### src/rtl/fifo_push_arbiter_if.sv
// fifo_push_arbiter_if
// Groups the producer-side beat bus and the fifo_gray write-port signals
// that the arbiter sits between.
//   master : arbiter side (drives req_ready, fifo_push, fifo_data, grant_id, grant_active)
//   slave  : producer / FIFO side (drives req_valid, req_last, req_data, fifo_full)
interface fifo_push_arbiter_if #(
  parameter int NUM_REQ    = 4,
  parameter int DATA_WIDTH = 8
);
  localparam int GW = $clog2(NUM_REQ);

  logic [NUM_REQ-1:0]            req_valid;
  logic [NUM_REQ-1:0]            req_last;
  logic [NUM_REQ*DATA_WIDTH-1:0] req_data;
  logic [NUM_REQ-1:0]            req_ready;
  logic                          fifo_full;
  logic                          fifo_push;
  logic [DATA_WIDTH-1:0]         fifo_data;
  logic [GW-1:0]                 grant_id;
  logic                          grant_active;

  modport master (
    input  req_valid, req_last, req_data, fifo_full,
    output req_ready, fifo_push, fifo_data, grant_id, grant_active
  );

  modport slave (
    output req_valid, req_last, req_data, fifo_full,
    input  req_ready, fifo_push, fifo_data, grant_id, grant_active
  );
endinterface

### src/rtl/fifo_push_arbiter.sv
// fifo_push_arbiter
// Round-robin arbiter sharing one fifo_gray write port among NUM_REQ
// producers. A winner keeps the port until its burst ends (req_last) or
// MAX_BURST beats have been pushed in the current grant.
// Ports:
//   clk, rst_n  : clock (rising edge), asynchronous active-low reset
//   bus         : fifo_push_arbiter_if.master (request beats, FIFO push, grant status)
//   stall_clr   : synchronous clear of stall_cnt   (FIFO_PUSH_ARBITER_STATS_EN only)
//   stall_cnt   : saturating count of full-blocked cycles (FIFO_PUSH_ARBITER_STATS_EN only)
// Optional feature macro: FIFO_PUSH_ARBITER_STATS_EN
//
// state | meaning
// IDLE  | arbitrate: first valid requester after grant_id wins
// BURST | grant_id owns the FIFO until last beat or MAX_BURST beats
module fifo_push_arbiter #(
  parameter int NUM_REQ    = 4,
  parameter int DATA_WIDTH = 8,
  parameter int MAX_BURST  = 8
) (
  input  logic                 clk,
  input  logic                 rst_n,
`ifdef FIFO_PUSH_ARBITER_STATS_EN
  input  logic                 stall_clr,
  output logic [15:0]          stall_cnt,
`endif
  fifo_push_arbiter_if.master  bus
);

  localparam int GW = $clog2(NUM_REQ);
  localparam int CW = $clog2(MAX_BURST + 1);

  typedef enum logic {IDLE, BURST} state_e;

  state_e        state_q, state_d;
  logic [GW-1:0] grant_id_q, grant_id_d;
  logic [CW-1:0] beat_cnt_q, beat_cnt_d;

  logic [GW-1:0] sel;
  logic          sel_valid;
  logic          sel_last;
  logic          xfer;

  // Selection. In IDLE the lowest rotation distance from grant_id wins, so
  // the loop runs from the farthest candidate down and the nearest overwrites.
  always_comb begin
    sel       = grant_id_q;
    sel_valid = 1'b0;
    if (state_q == BURST) begin
      sel_valid = bus.req_valid[grant_id_q];
    end else begin
      for (int k = NUM_REQ; k >= 1; k--) begin
        if (bus.req_valid[GW'((int'(grant_id_q) + k) % NUM_REQ)]) begin
          sel       = GW'((int'(grant_id_q) + k) % NUM_REQ);
          sel_valid = 1'b1;
        end
      end
    end
  end

  // Gating with rst_n keeps push/ready low for the whole reset, not just
  // after the registers settle.
  assign xfer = sel_valid & ~bus.fifo_full & rst_n;

  always_comb begin
    sel_last      = 1'b0;
    bus.fifo_data = '0;
    bus.req_ready = '0;
    for (int i = 0; i < NUM_REQ; i++) begin
      if (GW'(i) == sel) begin
        sel_last         = bus.req_last[i];
        bus.fifo_data    = bus.req_data[i*DATA_WIDTH +: DATA_WIDTH];
        bus.req_ready[i] = xfer;
      end
    end
  end

  assign bus.fifo_push    = xfer;
  assign bus.grant_id     = grant_id_q;
  assign bus.grant_active = (state_q == BURST);

  always_comb begin
    state_d    = state_q;
    grant_id_d = grant_id_q;
    beat_cnt_d = beat_cnt_q;
    case (state_q)
      IDLE: begin
        if (xfer) begin
          grant_id_d = sel;
          beat_cnt_d = CW'(1);
          if (!sel_last && (MAX_BURST > 1)) state_d = BURST;
        end
      end
      BURST: begin
        if (xfer) begin
          beat_cnt_d = beat_cnt_q + CW'(1);
          if (sel_last || (beat_cnt_q + CW'(1) == CW'(MAX_BURST))) state_d = IDLE;
        end
      end
      default: state_d = IDLE;
    endcase
  end

  always_ff @(posedge clk or negedge rst_n) begin
    if (!rst_n) begin
      state_q    <= IDLE;
      grant_id_q <= GW'(NUM_REQ - 1);
      beat_cnt_q <= '0;
    end else begin
      state_q    <= state_d;
      grant_id_q <= grant_id_d;
      beat_cnt_q <= beat_cnt_d;
    end
  end

`ifdef FIFO_PUSH_ARBITER_STATS_EN
  logic [15:0] stall_q;

  always_ff @(posedge clk or negedge rst_n) begin
    if (!rst_n) begin
      stall_q <= '0;
    end else if (stall_clr) begin
      stall_q <= '0;
    end else if (sel_valid && bus.fifo_full && (stall_q != 16'hFFFF)) begin
      stall_q <= stall_q + 16'd1;
    end
  end

  assign stall_cnt = stall_q;
`endif

endmodule

### src/flat_wrapper.sv
// flat-port wrapper written by rule: the top's interface ports become plain ports
module fifo_push_arbiter_flat 
#(
  parameter int NUM_REQ    = 4,
  parameter int DATA_WIDTH = 8,
  parameter int MAX_BURST  = 8
)
  (clk, rst_n, bus_req_valid, bus_req_last, bus_req_data, bus_fifo_full, bus_req_ready, bus_fifo_push, bus_fifo_data, bus_grant_id, bus_grant_active);
  fifo_push_arbiter_if #(.NUM_REQ(NUM_REQ), .DATA_WIDTH(DATA_WIDTH)) bus_i ();
  input  logic clk;
  input  logic rst_n;
  input wire logic [$bits(bus_i.req_valid)-1:0] bus_req_valid;
  input wire logic [$bits(bus_i.req_last)-1:0] bus_req_last;
  input wire logic [$bits(bus_i.req_data)-1:0] bus_req_data;
  input wire logic [$bits(bus_i.fifo_full)-1:0] bus_fifo_full;
  output wire logic [$bits(bus_i.req_ready)-1:0] bus_req_ready;
  output wire logic [$bits(bus_i.fifo_push)-1:0] bus_fifo_push;
  output wire logic [$bits(bus_i.fifo_data)-1:0] bus_fifo_data;
  output wire logic [$bits(bus_i.grant_id)-1:0] bus_grant_id;
  output wire logic [$bits(bus_i.grant_active)-1:0] bus_grant_active;
  assign bus_i.req_valid = bus_req_valid;
  assign bus_i.req_last = bus_req_last;
  assign bus_i.req_data = bus_req_data;
  assign bus_i.fifo_full = bus_fifo_full;
  assign bus_req_ready = bus_i.req_ready;
  assign bus_fifo_push = bus_i.fifo_push;
  assign bus_fifo_data = bus_i.fifo_data;
  assign bus_grant_id = bus_i.grant_id;
  assign bus_grant_active = bus_i.grant_active;
  fifo_push_arbiter #(.NUM_REQ(NUM_REQ), .DATA_WIDTH(DATA_WIDTH), .MAX_BURST(MAX_BURST)) u_core (.clk(clk), .rst_n(rst_n), .bus(bus_i));
endmodule
### config.mk
export PLATFORM = sky130hd
export DESIGN_NAME = fifo_push_arbiter_flat
export DESIGN_NICKNAME = d
export VERILOG_FILES = /design/src/rtl/fifo_push_arbiter_if.sv /design/src/rtl/fifo_push_arbiter.sv /design/src/flat_wrapper.sv
export SDC_FILE = /design/constraint.sdc
export NUM_CORES = 1
export LEC_CHECK = 0
export CORE_MARGIN = 10
export CORE_UTILIZATION = 56
export CTS_CLUSTER_SIZE = 14
export DETAILED_ROUTE_END_ITERATION = 6
export DONT_BUFFER_PORTS = 1
export PLACE_DENSITY = 0.77
export SYNTH_ARGS = -nofsm -noshare
export SYNTH_HDL_FRONTEND = slang
export SYNTH_SLANG_ARGS = --single-unit
### constraint.sdc
create_clock -name clk -period 1.9 [get_ports clk]
set_input_delay 0.38 -clock clk [delete_from_list [all_inputs] [get_ports clk]]
set_output_delay 0.38 -clock clk [all_outputs]
set_load 0.01 [all_outputs]
==> results.tsv, run 1 <==
metric	value	unit
status	finished with violations	
failing checks	negative setup slack	
area delta synth->final	37.9	%
Post-Syn Instances	98	
CTS tree	built	
Final ANT Viol Nets	0	
fraction of layout cells with a size suffix above 1	0.492	
synthesized area	923	µm²
final setup violating endpoints	17	
GRT met3 Usage	0.0626	
Final WS setup	-466	ps
Initial Util	0.599	
Total Routing Usage GR	0.132	
setup slack at placement	-188	ps
final net count	167	
Setup crit start kind	flip-flop	
Die Ht	60.6	µm
wire per inst	21.8	µm
first drt pass iteration count	6	
DP Wirelength	2220	µm
setup TNS	-5880	ps
Remaining DRCs	0	
maximum achievable frequency	0.423	GHz
CP arrival	1990	ps
ant diodes	0	
Post-Route Utilization	0.826	
Syn Nets	142	
CTS Buffer Depth	2	
CTS Buf Count	3	
worst path cell trace	o21a_1 > nor2_2 > o311ai_4 > buf_6 > clkbuf_16 > mux2i_1 > mux2i_2	
Row Count	14	
H-tree depth	1	
Final Hold Vio Count	0	
pins over their slew limit	0	
commonest cells after routing, fill and taps aside	buf_4, mux2i_2, nand2_1, mux2i_1	
I/O pin cnt	59	
Seq/Total Area, Yosys	0.192	
via/cell ratio	6.15	
worst-path fanout max	9	
Pwr per Cell Area	1840	nW/µm²
via count	849	
Post-Route WL	3010	µm
GPL Wtd Cong	0.932	
PortBufs	0	
Worst-Margin Slew	326	ps
Netlist cell types	38	
Async SR Flop Fraction	1.00	
syn avg cell area	9.42	µm²
first-pass GRT wire length	3930	µm
peak per-stage delay on the critical path	570	ps
Final Cycle Share	1.25	
largest net degree at the start of global routing	22	
core area	1540	µm²
Hold/Removal Path Class	input port to flip-flop	
commonest non-fill, non-tap cell in the layout	buf_4	
root buffer cell	clkbuf_4	
total power	2.35	mW
initial antenna violation count	0	
Seq cells post-synth	7	
minimum clock period	2370	ps
met2 usage	0.220	
setup repair after global routing missed its margin	true	
GR Util met1	0.147	
relative slew slack	0.783	
critical path class	flip-flop to output port	
Clk Latency, worst-skew pair	240	ps
Synth top area share	0.271	
slowest CP cell	dfstp_2	
clk sink count	7	
Die X	60.6	µm
max_cap viols	0	
Crit. End Element	output port	
Area contributors post-synth	mux2i_1, dfrtp_1, dfstp_2	
Clock Pin Slew Worst Setup and Hold Paths	50	ps
P_leak	0.540	nW
VDD IR max	1.14	mV
largest area contributor in the netlist	mux2i_1	
layer with the highest usage	met2	
synth warn	0	
global route overflow	0	
EDFF count, synth	0	
vias in the first global route	809	
die area	3670	µm²
Setup Skew	2.69	ps
CP required	1520	ps
1st-iter DRT viols	20	
main flop type after synthesis	dfrtp_1	
[flip-flops by register name (all words and copies together), names as in the netlist]
register                 count
u_core.bus.grant_id          2
u_core.bus.grant_active      1
u_core.beat_cnt_q            4
[path summary, 6_finish.rpt]
check,start,endpoint,slack (ps),cells past startpoint
worst min-delay path,bus_req_valid[1],u_core.bus.grant_id[1],250,1
worst max-delay path,u_core.bus.grant_id[0],bus_fifo_data[4],-470,7
max in group asynchronous,rst_n,u_core.bus.grant_id[0],1170,1
min in group asynchronous,rst_n,u_core.bus.grant_active,450,1
worst max register to register,u_core.bus.grant_id[0],u_core.bus.grant_active,-140,8
worst min register to register,u_core.beat_cnt_q[1],u_core.beat_cnt_q[1],570,2
[cells by family (layout without fill, tap and decap cells)]
family,after synthesis,count (layout),share of synthesized area
adder cells (fa/ha/maj),1,1,0.0135
multiplexers,30,30,0.344
buffers and inverters,9,33,0.0772
AO/OA/AOI/OAI,22,22,0.220
XOR/XNOR,1,1,0.00949
AND/OR/NAND/NOR,28,28,0.144
flip-flops,7,7,0.192
[where the power goes]
| group | internal [mW] | switching (mW) | leakage [nW] |
|---|---|---|---|
| clock | 0.0796 | 0.0459 | 0.0150 |
| sequential | 0.234 | 0.112 | 0.0788 |
| combinational | 1.03 | 0.848 | 0.447 |
[layout make-up]
cell class                      count  area [µm²]
Inverter                            3        13.8
Multi-Input combinational cell     82         787
Fill cell                          90         268
Sequential cell                     7         178
Clock buffer                        4        26.3
Timing Repair Buffer               26         249
Tap cell                           16        20.0
[critical path: cells and delay by family, from the launching register on]
kind | cells | cell delay [ps]
AO/OA/AOI/OAI | 2 | 390
multiplexers | 2 | 400
buffers and inverters | 2 | 320
AND/OR/NAND/NOR | 1 | 50
flip-flops | 1 | 570
[repair_timing]
action	in CTS	in global routing
setup buffers	1	2
setup endpoints to repair	17	20
resized for setup	3	7
endpoints found under the hold margin	7	0
cloned	0	2
hold buffers	1	0
pin swaps	0	1
[per-layer routing]
metal / share of wire / wire (µm)
met5: 0 / 0
met2: 0.49 / 1490
met4: 0 / 0
met1: 0.36 / 1100
met3: 0.14 / 428
[cell usage after synthesis (3+ instances only)]
library cell   n
nand2_1       11
nor2_1         5
a21oi_1        4
o21ai_1        4
mux2i_1       25
dfrtp_1        5
nor2b_1        3
[through the flow]
| step | instances | instance area (µm²) | hold WS [ps] |
|---|---|---|---|
| floorplan | 98 | 1010 | 84.4 |
| global placement | 128 | 1120 | 84.7 |
| detailed placement | 128 | 1120 | 84.7 |
| CTS | 134 | 1170 | 250 |
| global route | 138 | 1270 | 254 |
| finish | 138 | 1270 | 254 |
Power figures use the tool's default switching activity.
==> inputs of run 2 (changes only) <==
--- a/config.mk
+++ b/config.mk
@@ -11,6 +11,8 @@
 export DETAILED_ROUTE_END_ITERATION = 6
 export DONT_BUFFER_PORTS = 1
 export PLACE_DENSITY = 0.77
+export RECOVER_POWER = 50
+export SKIP_LAST_GASP = 1
 export SYNTH_ARGS = -nofsm -noshare
 export SYNTH_HDL_FRONTEND = slang
 export SYNTH_SLANG_ARGS = --single-unit
==> results.tsv, run 2 (synthesis results as in run 1) <==
metric	value	unit
1st-iter DRT viols	25	
status	finished with violations	
Remaining DRCs	0	
commonest non-fill, non-tap cell in the layout	buf_4	
Die Ht	60.6	µm
vias in the first global route	809	
CP required	1520	ps
power share of the clock group	0.049	
CTS tree	built	
DP Wirelength	2220	µm
first drt pass iteration count	4	
setup repair after global routing missed its margin	true	
peak per-stage delay on the critical path	570	ps
CTS Buf Count	3	
Setup Skew	2.69	ps
Clk Latency, worst-skew pair	240	ps
Pwr per Cell Area	1830	nW/µm²
maximum achievable frequency	0.420	GHz
worst r2r src	u_core.bus.grant_id[0]	
CTS Buffer Depth	2	
Row Count	14	
max reg flops	4	
core area	1540	µm²
largest register by flop count	u_core.beat_cnt_q	
die area	3670	µm²
largest net degree at the start of global routing	22	
Worst-Margin Slew	290	ps
fraction of layout cells with a size suffix above 1	0.567	
Total Routing Usage GR	0.132	
worst path cell trace	o21a_1 > nor2_2 > o311ai_4 > buf_6 > clkbuf_16 > mux2i_1 > mux2i_2	
CP startpoint	u_core.bus.grant_id[0]	
PortBufs	0	
Final ANT Viol Nets	0	
worst r2r path cells	7	
Final Cycle Share	1.25	
wire per inst	23.8	µm
relative slew slack	0.806	
first-pass GRT wire length	3930	µm
Final WS setup	-480	ps
CP arrival	2000	ps
Die X	60.6	µm
final setup violating endpoints	19	
Reg power frac	0.135	
Worst Hold Path EP	u_core.bus.grant_id[1]	
global route overflow	0	
clk sink count	7	
area delta synth->final	52.0	%
pins over their slew limit	0	
NetSw	1.13	mW
non-filler cells, final	143	
commonest cells after routing, fill and taps aside	buf_4, mux2i_1, nand2_1	
worst-path fanout max	5	
Worst Min Path Start	bus_req_valid[1]	
GPL Wtd Cong	0.932	
Setup crit start kind	flip-flop	
final net count	172	
initial antenna violation count	0	
Clock Pin Slew Worst Setup and Hold Paths	50	ps
critical path class	flip-flop to output port	
P_leak	0.585	nW
Crit. End Element	output port	
via/cell ratio	6.34	
minimum clock period	2380	ps
Logic pwr share	0.816	
Reg2Reg Capture Point	u_core.beat_cnt_q[3]	
Final Hold Vio Count	0	
root buffer cell	clkbuf_4	
Hold/Removal Path Class	input port to flip-flop	
via count	907	
ant diodes	0	
I/O pin cnt	59	
failing checks	negative setup slack	
Crit path max-delay family	flip-flops	
max_cap viols	0	
VDD IR max	1.25	mV
Post-Route Utilization	0.911	
reg2reg setup slack	-200	ps
Int Power	1.44	mW
crit path buf inv count	2	
hold depth	1	
Layout fillers	57	
Worst path depth	7	
Sw Share	0.438	
setup slack at placement	-188	ps
H-tree depth	1	
Post-Route WL	3410	µm
Initial Util	0.599	
placed insts	128	
slowest CP cell	dfstp_2	
run 2: cell types whose count changed in the layout (fill, tap and decap cells not counted), moves of 2 or more:
| cell | previous run | this run |
|---|---|---|
| buf_6 | 1 | 8 |
| mux2i_4 | 5 | 8 |
| mux2i_2 | 11 | 8 |
| a21oi_1 | 4 | 2 |
| buf_4 | 21 | 19 |
run 2: worst max-delay path by stage:
stage                             to  slack, ps
finish              bus_fifo_data[3]       -480
global route        bus_fifo_data[3]       -570
CTS                 bus_fifo_data[1]       -430
detailed placement  bus_fifo_data[1]       -190
global placement    bus_fifo_data[0]       -130
floorplan           bus_fifo_data[0]       -220
run 2: final cells by class:
type / instances / area (µm²) / share of cell area
tap: 16 / 20.0 / 0.0143
multi-input combinational: 82 / 853 / 0.608
timing repair buffer: 31 / 313 / 0.223
clock buffer: 4 / 26.3 / 0.0187
sequential: 7 / 178 / 0.127
inverter: 3 / 13.8 / 0.00980
run 2: through the flow:
| stage | instance area, µm² | setup TNS, ps | hold WS [ps] | total power [mW] |
|---|---|---|---|---|
| after CTS | 1170 | -5630 | 250 | 2.09 |
| after global routing | 1400 | -7730 | 237 | 2.72 |
| after global placement | 1120 | -1440 | 84.7 | 1.88 |
| final | 1400 | -6280 | 243 | 2.57 |
| after detailed placement | 1120 | -2150 | 84.7 | 1.92 |
| after floorplan | 1010 | -2260 | 84.4 | 1.64 |
run 2: per-layer routing:
metal,wire length [µm],part of all wire,GRT usage
met5,0,0,0
met4,42,0.012,0.0376
met3,439,0.13,0.0626
met2,1640,0.48,0.220
met1,1290,0.38,0.147
run 2: worst register-to-register path, delay by kind of cell (launching register included):
family,cells,cell delay (ps)
buffers and inverters,2,240
AOI/OAI and AO/OA,3,550
muxes,1,560
DFF,1,570
and+or+nand+nor,1,50
run 2: power by group through the flow:
stage	logic (mW)	registers, mW	clock network [mW]
6_report	2.10	0.348	0.125
2_1_floorplan	1.31	0.329	0
3_5_place_dp	1.56	0.354	0
5_1_grt	2.22	0.360	0.139
3_3_place_gp	1.54	0.342	0
4_1_cts	1.61	0.344	0.134
run 2: timing repair:
item,CTS,global route
gates cloned,0,2
gates resized for setup,2,28
endpoints found under the setup margin,17,20
setup buffers,1,7
hold buffers,1,0
pin swaps,0,4
hold endpoints to repair,7,0
==> inputs of run 3 (changes only) <==
--- a/config.mk
+++ b/config.mk
@@ -6,11 +6,11 @@
 export NUM_CORES = 1
 export LEC_CHECK = 0
 export CORE_MARGIN = 10
-export CORE_UTILIZATION = 56
+export CORE_UTILIZATION = 60
 export CTS_CLUSTER_SIZE = 14
 export DETAILED_ROUTE_END_ITERATION = 6
 export DONT_BUFFER_PORTS = 1
-export PLACE_DENSITY = 0.77
+export PLACE_DENSITY = 0.79
 export RECOVER_POWER = 50
 export SKIP_LAST_GASP = 1
 export SYNTH_ARGS = -nofsm -noshare
==> constraint.sdc (replaced) <==
create_clock -name clk -period 2.6 [get_ports clk]
set_input_delay 0.52 -clock clk [delete_from_list [all_inputs] [get_ports clk]]
set_output_delay 0.52 -clock clk [all_outputs]
set_load 0.01 [all_outputs]
==> results.tsv, run 3 (synthesis results as in run 1) <==
metric	value	unit
final net count	162	
I/O pin cnt	59	
GPL Wtd Cong	0.843	
Setup Skew	5.19	ps
Remaining DRCs	0	
max_cap viols	0	
Clk Latency, worst-skew pair	270	ps
final setup violating endpoints	7	
largest register by flop count	u_core.beat_cnt_q	
CP arrival	2130	ps
power share of the clock group	0.068	
Final ANT Viol Nets	0	
Row Count	14	
Die Ht	59.2	µm
Logic pwr share	0.753	
PortBufs	0	
ant diodes	0	
P_leak	0.536	nW
VDD IR max	0.750	mV
Setup crit start kind	flip-flop	
worst-path fanout max	10	
core area	1490	µm²
total power	1.55	mW
Final Hold Vio Count	0	
via count	872	
critical path class	flip-flop to output port	
Crit. End Element	output port	
Final WS setup	-49.9	ps
CTS Buf Count	3	
maximum achievable frequency	0.377	GHz
die area	3510	µm²
Post-Route WL	2870	µm
global route overflow	0	
max reg flops	4	
Clock Pin Slew Worst Setup and Hold Paths	60	ps
pins over their slew limit	0	
DP Wirelength	2010	µm
Initial Util	0.620	
Int Power	862	µW
setup repair after global routing missed its margin	true	
clk sink count	7	
Final Cycle Share	1.02	
CTS tree	built	
relative slew slack	0.748	
Reg power frac	0.180	
worst r2r path cells	6	
fraction of layout cells with a size suffix above 1	0.350	
commonest non-fill, non-tap cell in the layout	mux2i_1	
1st-iter DRT viols	24	
failing checks	negative setup slack	
wire per inst	21.6	µm
WHS	91.6	ps
vias in the first global route	797	
NetSw	689	µW
area delta synth->final	23.6	%
initial antenna violation count	0	
commonest cells after routing, fill and taps aside	mux2i_1, buf_4, nand2_1, dfrtp_1	
largest net degree at the start of global routing	22	
first drt pass iteration count	4	
Die X	59.2	µm
first-pass GRT wire length	3740	µm
Post-Route Utilization	0.766	
Sw Share	0.444	
Hold/Removal Path Class	input port to asynchronous set/reset pin	
root buffer cell	clkbuf_4	
CTS Buffer Depth	2	
Pwr per Cell Area	1360	nW/µm²
CP required	2080	ps
minimum clock period	2650	ps
Worst-Margin Slew	378	ps
via/cell ratio	6.56	
status	finished with violations	
H-tree depth	1	
Total Routing Usage GR	0.135	
run 3: cell type report:
| cell class | count | area (µm²) |
|---|---|---|
| clock buffer | 4 | 26.3 |
| multi-input combinational | 82 | 693 |
| inverter | 3 | 11.3 |
| fill | 94 | 348 |
| tap | 16 | 20.0 |
| timing repair buffer | 21 | 213 |
| sequential | 7 | 178 |
run 3: worst paths after layout:
path                                        start                endpoint  slack (ps)
setup / recovery           u_core.bus.grant_id[0]        bus_fifo_data[7]         -50
hold / removal                              rst_n  u_core.bus.grant_id[1]          90
setup reg to reg           u_core.bus.grant_id[0]    u_core.beat_cnt_q[3]         440
hold reg to reg              u_core.beat_cnt_q[1]    u_core.beat_cnt_q[1]         570
max in group asynchronous                   rst_n    u_core.beat_cnt_q[2]        1820
min in group clk                 bus_req_valid[1]  u_core.bus.grant_id[1]         340
run 3: metrics by stage:
step | area [µm²] | std cells | setup TNS, ps | setup slack (ps)
after global placement | 993 | 121 | 0 | 272
after global routing | 1140 | 133 | -1070 | -162
after CTS | 1040 | 127 | -3.66 | -3.66
after floorplan | 923 | 98 | 0 | 323
after detailed placement | 993 | 121 | 0 | 158
final | 1140 | 133 | -221 | -49.9
run 3: repair_timing:
action                                  in CTS  in global routing
hold buffers                                 1                  0
hold endpoints to repair                     5                  0
pin swaps                                    0                  2
gates resized for setup                      2                  6
endpoints found under the setup margin       8                 11
setup buffers                                1                  4
cloned                                       0                  2
run 3: power by group through the flow:
stage                     clock network, mW  logic, mW  registers [mW]
after CTS                             0.106      0.966           0.272
after floorplan                           0      0.764           0.240
after global routing                  0.118       1.24           0.293
after detailed placement                  0      0.933           0.281
after global placement                    0      0.910           0.278
final                                 0.105       1.17           0.279
run 3: worst max-delay path, cell delays in order, from the launching register on:
cell	delay (ps)
dfstp_2	640
o21a_1	170
nor2_2	60
o311ai_4	230
buf_4	190
clkbuf_16	160
mux2i_1	180
mux2i_1	90
buf_4	150
run 3: per-layer routing:
metal | routed length (µm) | up-vias | global-route usage
met3 | 322 | 6 | 0.0880
met5 | 0 | - | 0
met1 | 951 | 420 | 0.134
met4 | 42 | 0 | 0.0525
li1 | - | 401 | -
met2 | 1560 | 45 | 0.218
